==> config.mk <==
export PLATFORM = sky130hd
export DESIGN_NAME = sync_counter_ctrl
export DESIGN_NICKNAME = d
export VERILOG_FILES = /design/src/rtl/sync_counter_pkg.sv /design/src/rtl/sync_updown_counter_core.sv /design/src/rtl/sync_counter_ctrl.sv
export SDC_FILE = /design/constraint.sdc
export NUM_CORES = 1
export LEC_CHECK = 0
export CORE_MARGIN = 2
export CORE_UTILIZATION = 45
export CTS_BUF_LIST = sky130_fd_sc_hd__clkbuf_4 sky130_fd_sc_hd__clkbuf_8 sky130_fd_sc_hd__clkbuf_16
export CTS_CLUSTER_SIZE = 16
export DETAILED_ROUTE_END_ITERATION = 10
export GPL_TIMING_DRIVEN = 0
export MAX_ROUTING_LAYER = met4
export PLACE_DENSITY = 0.73
export SYNTH_ARGS = -nofsm -noshare
export SYNTH_HDL_FRONTEND = slang
export SYNTH_SLANG_ARGS = --single-unit
==> constraint.sdc <==
create_clock -name clk -period 3.9 [get_ports clk]
set_input_delay 0.39 -clock clk [delete_from_list [all_inputs] [get_ports clk]]
set_output_delay 0.39 -clock clk [all_outputs]
set_load 0.01 [all_outputs]
==> src/rtl/sync_counter_pkg.sv <==
// Shared types and encodings for the sync_counter_ctrl run-control sequencer.
package sync_counter_pkg;

  typedef enum logic [1:0] {
    ST_IDLE  = 2'b00,
    ST_RUN   = 2'b01,
    ST_PAUSE = 2'b10,
    ST_DONE  = 2'b11
  } state_t;

  localparam logic DIR_UP   = 1'b0;
  localparam logic DIR_DOWN = 1'b1;

  // Busy covers both active states so the flag survives a pause.
  function automatic logic state_is_busy(input state_t s);
    return (s == ST_RUN) || (s == ST_PAUSE);
  endfunction

endpackage

==> src/rtl/sync_updown_counter_core.sv <==
// WIDTH-bit loadable up/down counter; load wins over a count step.
module sync_updown_counter_core
  import sync_counter_pkg::*;
#(
  parameter int unsigned WIDTH = 2
) (
  input  logic             clk,
  input  logic             rst,
  input  logic             load,
  input  logic [WIDTH-1:0] load_val,
  input  logic             en,
  input  logic             dir,
  output logic [WIDTH-1:0] q
);

  always_ff @(posedge clk or posedge rst) begin
    if (rst) begin
      q <= '0;
    end else if (load) begin
      q <= load_val;
    end else if (en) begin
      if (dir == DIR_UP) q <= q + WIDTH'(1);
      else               q <= q - WIDTH'(1);
    end
  end

endmodule

==> src/rtl/sync_counter_ctrl.sv <==
// Run-control FSM around an up/down counter core: start/pause/resume/stop,
// one-shot or auto-reload operation, and a one-cycle terminal-count pulse.
module sync_counter_ctrl
  import sync_counter_pkg::*;
#(
  parameter int unsigned WIDTH = 2
) (
  input  logic             clk,
  input  logic             rst,
  input  logic             start,
  input  logic             stop,
  input  logic             pause,
  input  logic             en,
  input  logic             dir,
  input  logic             periodic,
  input  logic [WIDTH-1:0] limit,
  output logic [WIDTH-1:0] count,
  output logic             tc,
  output logic             busy,
  output logic             done
);

  state_t           state, state_d;
  logic             dir_q, periodic_q;
  logic [WIDTH-1:0] limit_q;
  logic             cfg_latch;
  logic             load;
  logic [WIDTH-1:0] load_val;
  logic             step;
  logic             tc_d;
  logic [WIDTH-1:0] init_new, init_lat, term_lat;

  // Initial/terminal values: fresh config at start, latched config while running.
  assign init_new = (dir == DIR_DOWN) ? limit : '0;
  assign init_lat = (dir_q == DIR_DOWN) ? limit_q : '0;
  assign term_lat = (dir_q == DIR_DOWN) ? '0 : limit_q;

  always_ff @(posedge clk or posedge rst) begin
    if (rst) begin
      state      <= ST_IDLE;
      dir_q      <= 1'b0;
      periodic_q <= 1'b0;
      limit_q    <= '0;
      tc         <= 1'b0;
      busy       <= 1'b0;
      done       <= 1'b0;
    end else begin
      state <= state_d;
      tc    <= tc_d;
      busy  <= state_is_busy(state_d);
      done  <= (state_d == ST_DONE);
      if (cfg_latch) begin
        dir_q      <= dir;
        periodic_q <= periodic;
        limit_q    <= limit;
      end
    end
  end

  // Next state and datapath controls; priority stop > pause > start > count.
  always_comb begin
    state_d   = state;
    cfg_latch = 1'b0;
    load      = 1'b0;
    load_val  = '0;
    step      = 1'b0;
    tc_d      = 1'b0;
    unique case (state)
      ST_IDLE, ST_DONE: begin
        if (stop) begin
          state_d = ST_IDLE;
          load    = 1'b1;
        end else if (start) begin
          state_d   = ST_RUN;
          cfg_latch = 1'b1;
          load      = 1'b1;
          load_val  = init_new;
        end
      end
      ST_RUN: begin
        if (stop) begin
          state_d = ST_IDLE;
          load    = 1'b1;
        end else if (pause) begin
          state_d = ST_PAUSE;
        end else if (en) begin
          if (count == term_lat) begin
            tc_d = 1'b1;
            if (periodic_q) begin
              load     = 1'b1;
              load_val = init_lat;
            end else begin
              state_d = ST_DONE;
            end
          end else begin
            step = 1'b1;
          end
        end
      end
      ST_PAUSE: begin
        if (stop) begin
          state_d = ST_IDLE;
          load    = 1'b1;
        end else if (!pause && start) begin
          state_d = ST_RUN;
        end
      end
      default: state_d = ST_IDLE;
    endcase
  end

  sync_updown_counter_core #(.WIDTH(WIDTH)) u_core (
    .clk      (clk),
    .rst      (rst),
    .load     (load),
    .load_val (load_val),
    .en       (step),
    .dir      (dir_q),
    .q        (count)
  );

endmodule

# Word-level counts from Yosys, hierarchy flattened
# Cells that the tools add are included.
[word_totals]
ff_bits = 11
inputBits = 10
output_inout_bits = 5
wordCells = 68
[op_classes]
n_addsub = 2
n_eq_ne = 7
n_mux = 45
reduce_logical = 6
[op_table]
columns = ["operator", "count"]
rows = [
  ["$mux 2", 22],
  ["$mux 1", 20],
  ["$eq 2x2->1 const B", 4],
  ["$pmux 2 s3", 1],
  ["$eq 2x1->1 const B", 2],
  ["$pmux 2 s2", 1],
  ["$pmux 1 s3", 1],
  ["$add 2x1->2 const B", 1],
  ["$eq 2x2->1", 1],
  ["$logic_not 2->1", 1],
  ["$reduce_bool 2->1", 1],
  ["$reduce_or 2->1", 1],
  ["$sub 2x1->2 const B", 1],
  ["$logic_and 1x1->1", 1],
  ["$logic_not 1->1", 1],
  ["$logic_or 1x1->1", 1],
]

# Logic depth before layout (Yosys ltp)
# Gate-level depths: netlist (run 1).
[depth]
ltp_word = 9
mapped_depth = 7
mapped_depth_nobuf = 7

# Hierarchy
# From an unflattened synthesis (run 1), not the netlist that was laid out.
[hier_totals]
hier_cells = 73
area_unflattened_um2 = 720.7
[by_module_without_submodules]
columns = ["mod", "n_inst", "cells_per_inst", "area_per_inst_um2", "seq_area_each_um2"]
rows = [
  ["sync_counter_ctrl", 1, 61, 604.3, 225.2],
  ["sync_updown_counter_core", 1, 12, 116.4, 50.0],
]

# Worst setup path after synthesis (run 1)
# Ideal clock, no wire load.
[synth_timing]
kind = "flip-flop to flip-flop"
start = "register u_core.q[1]"
end = "register busy"
setup_ns = 0.126
t_arrival_ns = 1.612
required_ns = 3.774
slack_ns = 2.163
stages_incl_launch_ff = 7
path_buffers = 0
synth_period_minus_slack_ns = 1.737
cell_sequence = "dfrtp_1 > nand4bb_1 > o22a_2 > a21oi_1 > o211ai_1 > a211oi_1 > ha_1"
[synth_between]
elab_chain_len = 8
elab_cells_between_ends = 9
cone_classes = "3 x eq/ne; 5 x mux; 1 x reduce/logical"
[synth_lines]
columns = ["item", "line", "source"]
rows = [
  ["from (decl)", "sync_updown_counter_core.sv:13", "output logic [WIDTH-1:0] q"],
  ["from (signal assigned)", "sync_updown_counter_core.sv:20", "q <= load_val;"],
  ["from (signal assigned)", "sync_updown_counter_core.sv:22", "if (dir == DIR_UP) q <= q + WIDTH'(1);"],
  ["from (signal assigned)", "sync_updown_counter_core.sv:23", "else q <= q - WIDTH'(1);"],
  ["$eq 2x2->1 *", "sync_counter_ctrl.sv:87", "if (count == term_lat) begin"],
  ["$mux 2 *", "sync_counter_ctrl.sv:87", ""],
  ["$mux 2 *", "sync_counter_ctrl.sv:86", "end else if (en) begin"],
  ["$mux 2 *", "sync_counter_ctrl.sv:84", "end else if (pause) begin"],
  ["$mux 2 *", "sync_counter_ctrl.sv:81", "if (stop) begin"],
  ["$pmux 2 s3 *", "sync_counter_ctrl.sv:68", "unique case (state)"],
  ["$eq 2x1->1 or $eq 2x2->1 (tied branches)", "sync_counter_pkg.sv:16", "return (s == ST_RUN) || (s == ST_PAUSE);"],
  ["$logic_or 1x1->1 *", "sync_counter_pkg.sv:16", ""],
  ["to (signal assigned)", "sync_counter_ctrl.sv:50", "busy <= state_is_busy(state_d);"],
  ["to (decl)", "sync_counter_ctrl.sv:19", "output logic busy,"],
]
# Every way passes the cells marked *; elsewhere a longest branch is shown, timed or not.
# A chain may end at the register's enable or synchronous reset.

# Worst setup path after layout (run 1)
[layout_timing]
start = "register limit_q[1]"
end = "register busy"
[layout_between]
elab_chain_len = 9
elab_cells_between_ends = 10
cone_classes = "3 x eq/ne; 6 x mux; 1 x reduce/logical"
[layout_lines]
columns = ["item", "line", "source"]
rows = [
  ["from (decl)", "sync_counter_ctrl.sv:25", "logic [WIDTH-1:0] limit_q;"],
  ["from (signal assigned)", "sync_counter_ctrl.sv:55", "limit_q <= limit;"],
  ["$mux 2 *", "sync_counter_ctrl.sv:36", "assign term_lat = (dir_q == DIR_DOWN) ? '0 : limit_q;"],
  ["$eq 2x2->1 *", "sync_counter_ctrl.sv:87", ""],
  ["$mux 2 *", "sync_counter_ctrl.sv:87", ""],
  ["$mux 2 *", "sync_counter_ctrl.sv:86", ""],
  ["$mux 2 *", "sync_counter_ctrl.sv:84", ""],
  ["$mux 2 *", "sync_counter_ctrl.sv:81", ""],
  ["$pmux 2 s3 *", "sync_counter_ctrl.sv:68", ""],
  ["$eq 2x1->1 or $eq 2x2->1 (tied branches)", "sync_counter_pkg.sv:16", ""],
  ["$logic_or 1x1->1 *", "sync_counter_pkg.sv:16", ""],
]
# Marked as above.

==> results.cfg, run 1 <==
[sta]
rsz0062_at_grt = false
worst_pin_slew_ps = 410
holdWs_ps = 406
hold_violations = 0
skew_ps = 1.19
layout_min_cycle_time_ps = 1890
tns_ps = 0
max_freq_mhz = 528
post-route-period-util = 0.485
setup_viol = 0
max_slew_margin = 0.727
maxSlewViolCount = 0

[grt]
antenna_found_initial = 0
grt_pass1_wl_um = 2100
grt_pass1_vias = 501
grt_remaining_overflow = 0
grt_start_max_net_pins = 12
track_usage = 0.159

[logic_synthesis]
synth.largest_area_cell = dfrtp_1
syn_area_per_cell_um2 = 10.2
postSynthCellCount = 64
netlist_area_um2 = 656
ys_ff_latch = 11
ys.warnings.count = 0
ys_seq_area_frac = 0.420
synth_edf_count = 0
ys_async_sr_fraction = 1.00
synth_fp_nets = 77
synth_cell_type_count = 26
synth_top_cell_area_share = 0.420
synthFlopType = dfrtp_1
synth.area.top_cells = dfrtp_1 (42%), mux2_2 (6.9%), ha_1 (5.7%), xor2_1 (5.3%), a21oi_1 (3.8%)
synth_common_cells = dfrtp_1 (11), a21oi_1 (5), inv_1 (4), mux2_2 (4), xor2_1 (4)
yosysMostFrequentCell = dfrtp_1

[critical_path]
path_depth = 6
crit_slowest_cell = dfrtp_1
max_stage_delay_ps = 420
end_kind = register
critPathArrivalTime_ps = 2050
path_buf_inv = 0
cp_data_required_time_ps = 4050
critPathTopFamily = compound AO/OA/AOI/OAI gates
reg2reg_depth = 6
path_cells = nand4bb_1 -> o22a_2 -> a21oi_1 -> o211ai_1 -> a211oi_1 -> ha_1
worst-setup-path-type = register to register
critical_path.max_fanout = 5
crit_path_start_kind = register

[detailed_routing]
viasPerCell = 5.52
first_pass_iters = 3
routed.top_layer = met4
drc = 0
drt_iter0_markers = 5
wire_per_inst_um = 13.0
dr_wl_met2_um = 509
wl_met1_um = 673
via_count = 535
route.antenna.remaining_nets = 0
wirelength_um = 1260
wl_met3_um = 39

[die]
die_x_um = 42.2
die_y_um = 42.2
io_pins = 15
die_area_um2 = 1780
start_util = 0.492
core-area_um2 = 1330
rows = 13

[layout]
drive_above_1_share = 0.110
fin_cells = 97
insertedDiodeCount = 0
nNetsFinal = 96
synthToLayoutAreaGrowth_pct = 28.8
final_util = 0.633

[clocking]
cts_tree = yes
clock_latency_ps = 270
cts.path.max_buffers = 2
cts.repair.resized = 0
cts.sinks = 11
htreeDepth = 1
postCtsSetupBuffers = 0
holdBufCountCts = 0
path_clk_slew_ps = 70
cts-buffers-inserted = 3
cts-root-buf = clkbuf_4

[placed_design]
dpl.hpwl_um = 938
dp.cells = 93
io_buffers = 14
gp_congestion = 0.835

[min_path]
hold_path.class = input pin to asynchronous set/reset pin

[pwr]
p_leak_uw = 0.000361
vdd_drop_max_mv = 0.202
p_total_uw = 321
power_density_nw_per_um2 = 380

[run]
cap_viol_max_count = 0

[outcome]
outcome = complete, no violations
==> layout make-up <==
| cell class | count | area, um2 |
|---|---|---|
| Multi-Input combinational cell | 49 | 365 |
| Fill cell | 113 | 489 |
| Inverter | 4 | 15.0 |
| Clock buffer | 4 | 30.0 |
| Timing Repair Buffer | 14 | 140 |
| Sequential cell | 11 | 275 |
| Tap cell | 15 | 18.8 |
==> path summary, 6_finish.rpt <==
path | from | to | slack (ps)
worst max-delay path | limit_q[1] | busy | 2010
worst min-delay path | rst | state[0] | 410
worst max register to register | limit_q[1] | busy | 2010
worst min register to register | periodic_q | periodic_q | 540
max in group asynchronous | rst | u_core.q[1] | 3210
min in group clk | periodic_q | periodic_q | 540
==> registers in the layout (all words and copies together) (netlist names) <==
| name | cells |
|---|---|
| u_core.q | 2 |
| limit_q | 2 |
| dir_q | 1 |
| busy | 1 |
| done | 1 |
| tc | 1 |
| periodic_q | 1 |
| state | 2 |
==> layout by cell type, fill, tap and decap left out, types with 3 or more instances in the layout <==
cell / netlist / routed
clkbuf_4: 0 / 4
clkdlybuf4s50_1: 0 / 14
inv_1: 4 / 4
nor3b_1: 3 / 3
a211oi_1: 3 / 3
dfrtp_1: 11 / 11
nand3_1: 3 / 3
ha_1: 3 / 3
mux2_2: 4 / 4
a21oi_1: 5 / 5
xor2_1: 4 / 4
nor2_1: 3 / 3
==> worst reg2reg max path, stage by stage (launching register included) <==
cell and delay, ps:
dfrtp_1 420, nand4bb_1 210, o22a_2 270, a21oi_1 190, o211ai_1 150, a211oi_1 270, ha_1 270
==> power breakdown <==
group | switching (uW) | internal, uW
sequential | 19.1 | 130
clock | 36.4 | 46.6
combinational | 40.8 | 48.5
total | 96.2 | 225
==> cell families after synthesis <==
logic type	count (synthesis)	share of synthesized area
xor+xnor	4	0.0534
flops	11	0.420
fa+ha+maj	3	0.0573
mux	6	0.0992
buf+inv	4	0.0229
compound gates	17	0.172
simple gates	19	0.176
==> metal layers <==
layer	GRT usage	vias to the layer above
li1	-	276
met1	0.222	243
met2	0.215	10
met3	0.0129	6
met4	0.113	0
met5	-	-
==> per-stage QoR <==
stage	instance area (um2)	setup slack [ps]
after global routing	845	1860
after global placement	815	1970
after CTS	845	2010
final	845	2010
after detailed placement	815	1980
after floorplan	656	2160
Power figures use the tool's default switching activity.
==> inputs of run 2 (changes only) <==
==> constraint.sdc (replaced) <==
create_clock -name clk -period 2 [get_ports clk]
set_input_delay 0.2 -clock clk [delete_from_list [all_inputs] [get_ports clk]]
set_output_delay 0.2 -clock clk [all_outputs]
set_load 0.01 [all_outputs]
==> run 2 against run 1 <==
Effect of this change: cell count did not move; worst hold slack got worse by 200 ps; count of clock-buffer cells in the layout did not move; total power rose by 96%; register-to-register slack got worse by 1900 ps; non-clock buffer count stayed put; critical endpoint unchanged; largest cell class unchanged; highest routed layer unchanged.
==> results.cfg, run 2 (same netlist as run 1, synthesis figures left out) <==
[detailed_routing]
route.antenna.remaining_nets = 0
first_pass_iters = 2
via_count = 531
drc = 0
wirelength_um = 1230
viasPerCell = 5.47
wire_per_inst_um = 12.7
drt_iter0_markers = 5

[sta]
fin_ws_ps = 156
layout_min_cycle_time_ps = 1840
skew_ps = 0.441
setup_viol = 0
hold_violations = 0
worst_pin_slew_ps = 398
maxSlewViolCount = 0
max_slew_margin = 0.734
rsz0062_at_grt = false
post-route-period-util = 0.922
max_freq_mhz = 542
tns_ps = 0

[clocking]
cts.sinks = 11
htreeDepth = 1
clock_latency_ps = 270
cts-root-buf = clkbuf_4
path_clk_slew_ps = 70
cts-buffers-inserted = 3
cts_tree = yes
cts.path.max_buffers = 2
holdBufCountCts = 0

[layout]
final_util = 0.636
fin_cells = 97
drive_above_1_share = 0.122
nNetsFinal = 96
synthToLayoutAreaGrowth_pct = 29.4
layout_common_cells = clkdlybuf4s50_1 (14), dfrtp_1 (11)
insertedDiodeCount = 0
final_common_cell = clkdlybuf4s50_1
design_area_um2 = 848
reg_top3 = limit_q x2, state x2, u_core.q x2

[grt]
track_usage = 0.159
grt_start_max_net_pins = 12
antenna_found_initial = 0
grt_remaining_overflow = 0
grt_pass1_vias = 501
grt_pass1_wl_um = 2100

[die]
start_util = 0.492
core-area_um2 = 1330
rows = 13
die_x_um = 42.2
io_pins = 15
die_area_um2 = 1780
die_y_um = 42.2

[placed_design]
io_buffers = 14
gp_congestion = 0.835
dpl.hpwl_um = 938
dp.cells = 93
dp_slack_ps = 140
dpl-instance-area_um2 = 815

[critical_path]
end_kind = register
critPathArrivalTime_ps = 2000
cp_data_required_time_ps = 2150
worst-setup-path-type = register to register
critical_path.max_fanout = 5
crit_path_start_kind = register

[run]
cap_viol_max_count = 0

[pwr]
p_leak_uw = 0.000361
power_density_nw_per_um2 = 742
vdd_drop_max_mv = 0.393

[min_path]
hold_path.class = input pin to asynchronous set/reset pin

[outcome]
outcome = complete, no violations
run 2: cell count changes in the layout (fill, tap and decap cells not counted):
cell     previous run  this run
a21oi_1             5         4
a21oi_2             0         1
run 2: area by class of cell:
| class | count | area [um2] |
|---|---|---|
| Fill cell | 111 | 485 |
| Multi-Input combinational cell | 49 | 369 |
| Tap cell | 15 | 18.8 |
| Sequential cell | 11 | 275 |
| Clock buffer | 4 | 30.0 |
| Timing Repair Buffer | 14 | 140 |
| Inverter | 4 | 15.0 |
run 2: worst paths after layout:
kind | from | cells after the start | slack, ps | endpoint
setup / recovery | limit_q[1] | 6 | 160 | busy
hold / removal | rst | 2 | 210 | periodic_q
setup reg to reg | limit_q[1] | 6 | 160 | busy
hold reg to reg | periodic_q | 1 | 550 | periodic_q
max in group asynchronous | rst | 2 | 1510 | u_core.q[1]
min in group clk | periodic_q | 1 | 550 | periodic_q
run 2: metrics by stage:
step / total power (uW) / hold WS [ps]
finish: 629 / 211
global route: 673 / 271
CTS: 637 / 214
detailed placement: 468 / 513
global placement: 464 / 514
floorplan: 405 / 52.4
run 2: timing repair:
item	CTS	global route
endpoints found under the setup margin	0	1
gates resized for setup	0	1
buffers inserted	0	0
run 2: critical path, stage by stage (launching register included):
cell,delay (ps)
dfrtp_1,420
nand4bb_1,210
o22a_2,270
a21oi_2,150
o211ai_1,140
a211oi_1,270
ha_1,270
run 2: power by group:
part           total [uW]  leakage (uW)  internal [uW]  switching, uW
clock network         162     0.0000184           90.8           71.3
logic                 176      0.000201           95.5           81.0
registers             291      0.000142            253           37.2
run 2: layer usage:
layer	up-vias	GRT usage	part of all wire
li1	277	-	-
met2	10	0.215	0.40
met3	6	0.0129	0.032
met5	-	-	0
met4	0	0.113	0.028
met1	238	0.222	0.53
==> inputs of run 3 (changes only) <==
--- a/config.mk
+++ b/config.mk
@@ -13,6 +13,7 @@
 export GPL_TIMING_DRIVEN = 0
 export MAX_ROUTING_LAYER = met4
 export PLACE_DENSITY = 0.73
+export SLEW_MARGIN = 20
 export SYNTH_ARGS = -nofsm -noshare
 export SYNTH_HDL_FRONTEND = slang
 export SYNTH_SLANG_ARGS = --single-unit
==> results of run 3 <==
No change in the layout: final DEF, timing and power equal those of run 2.
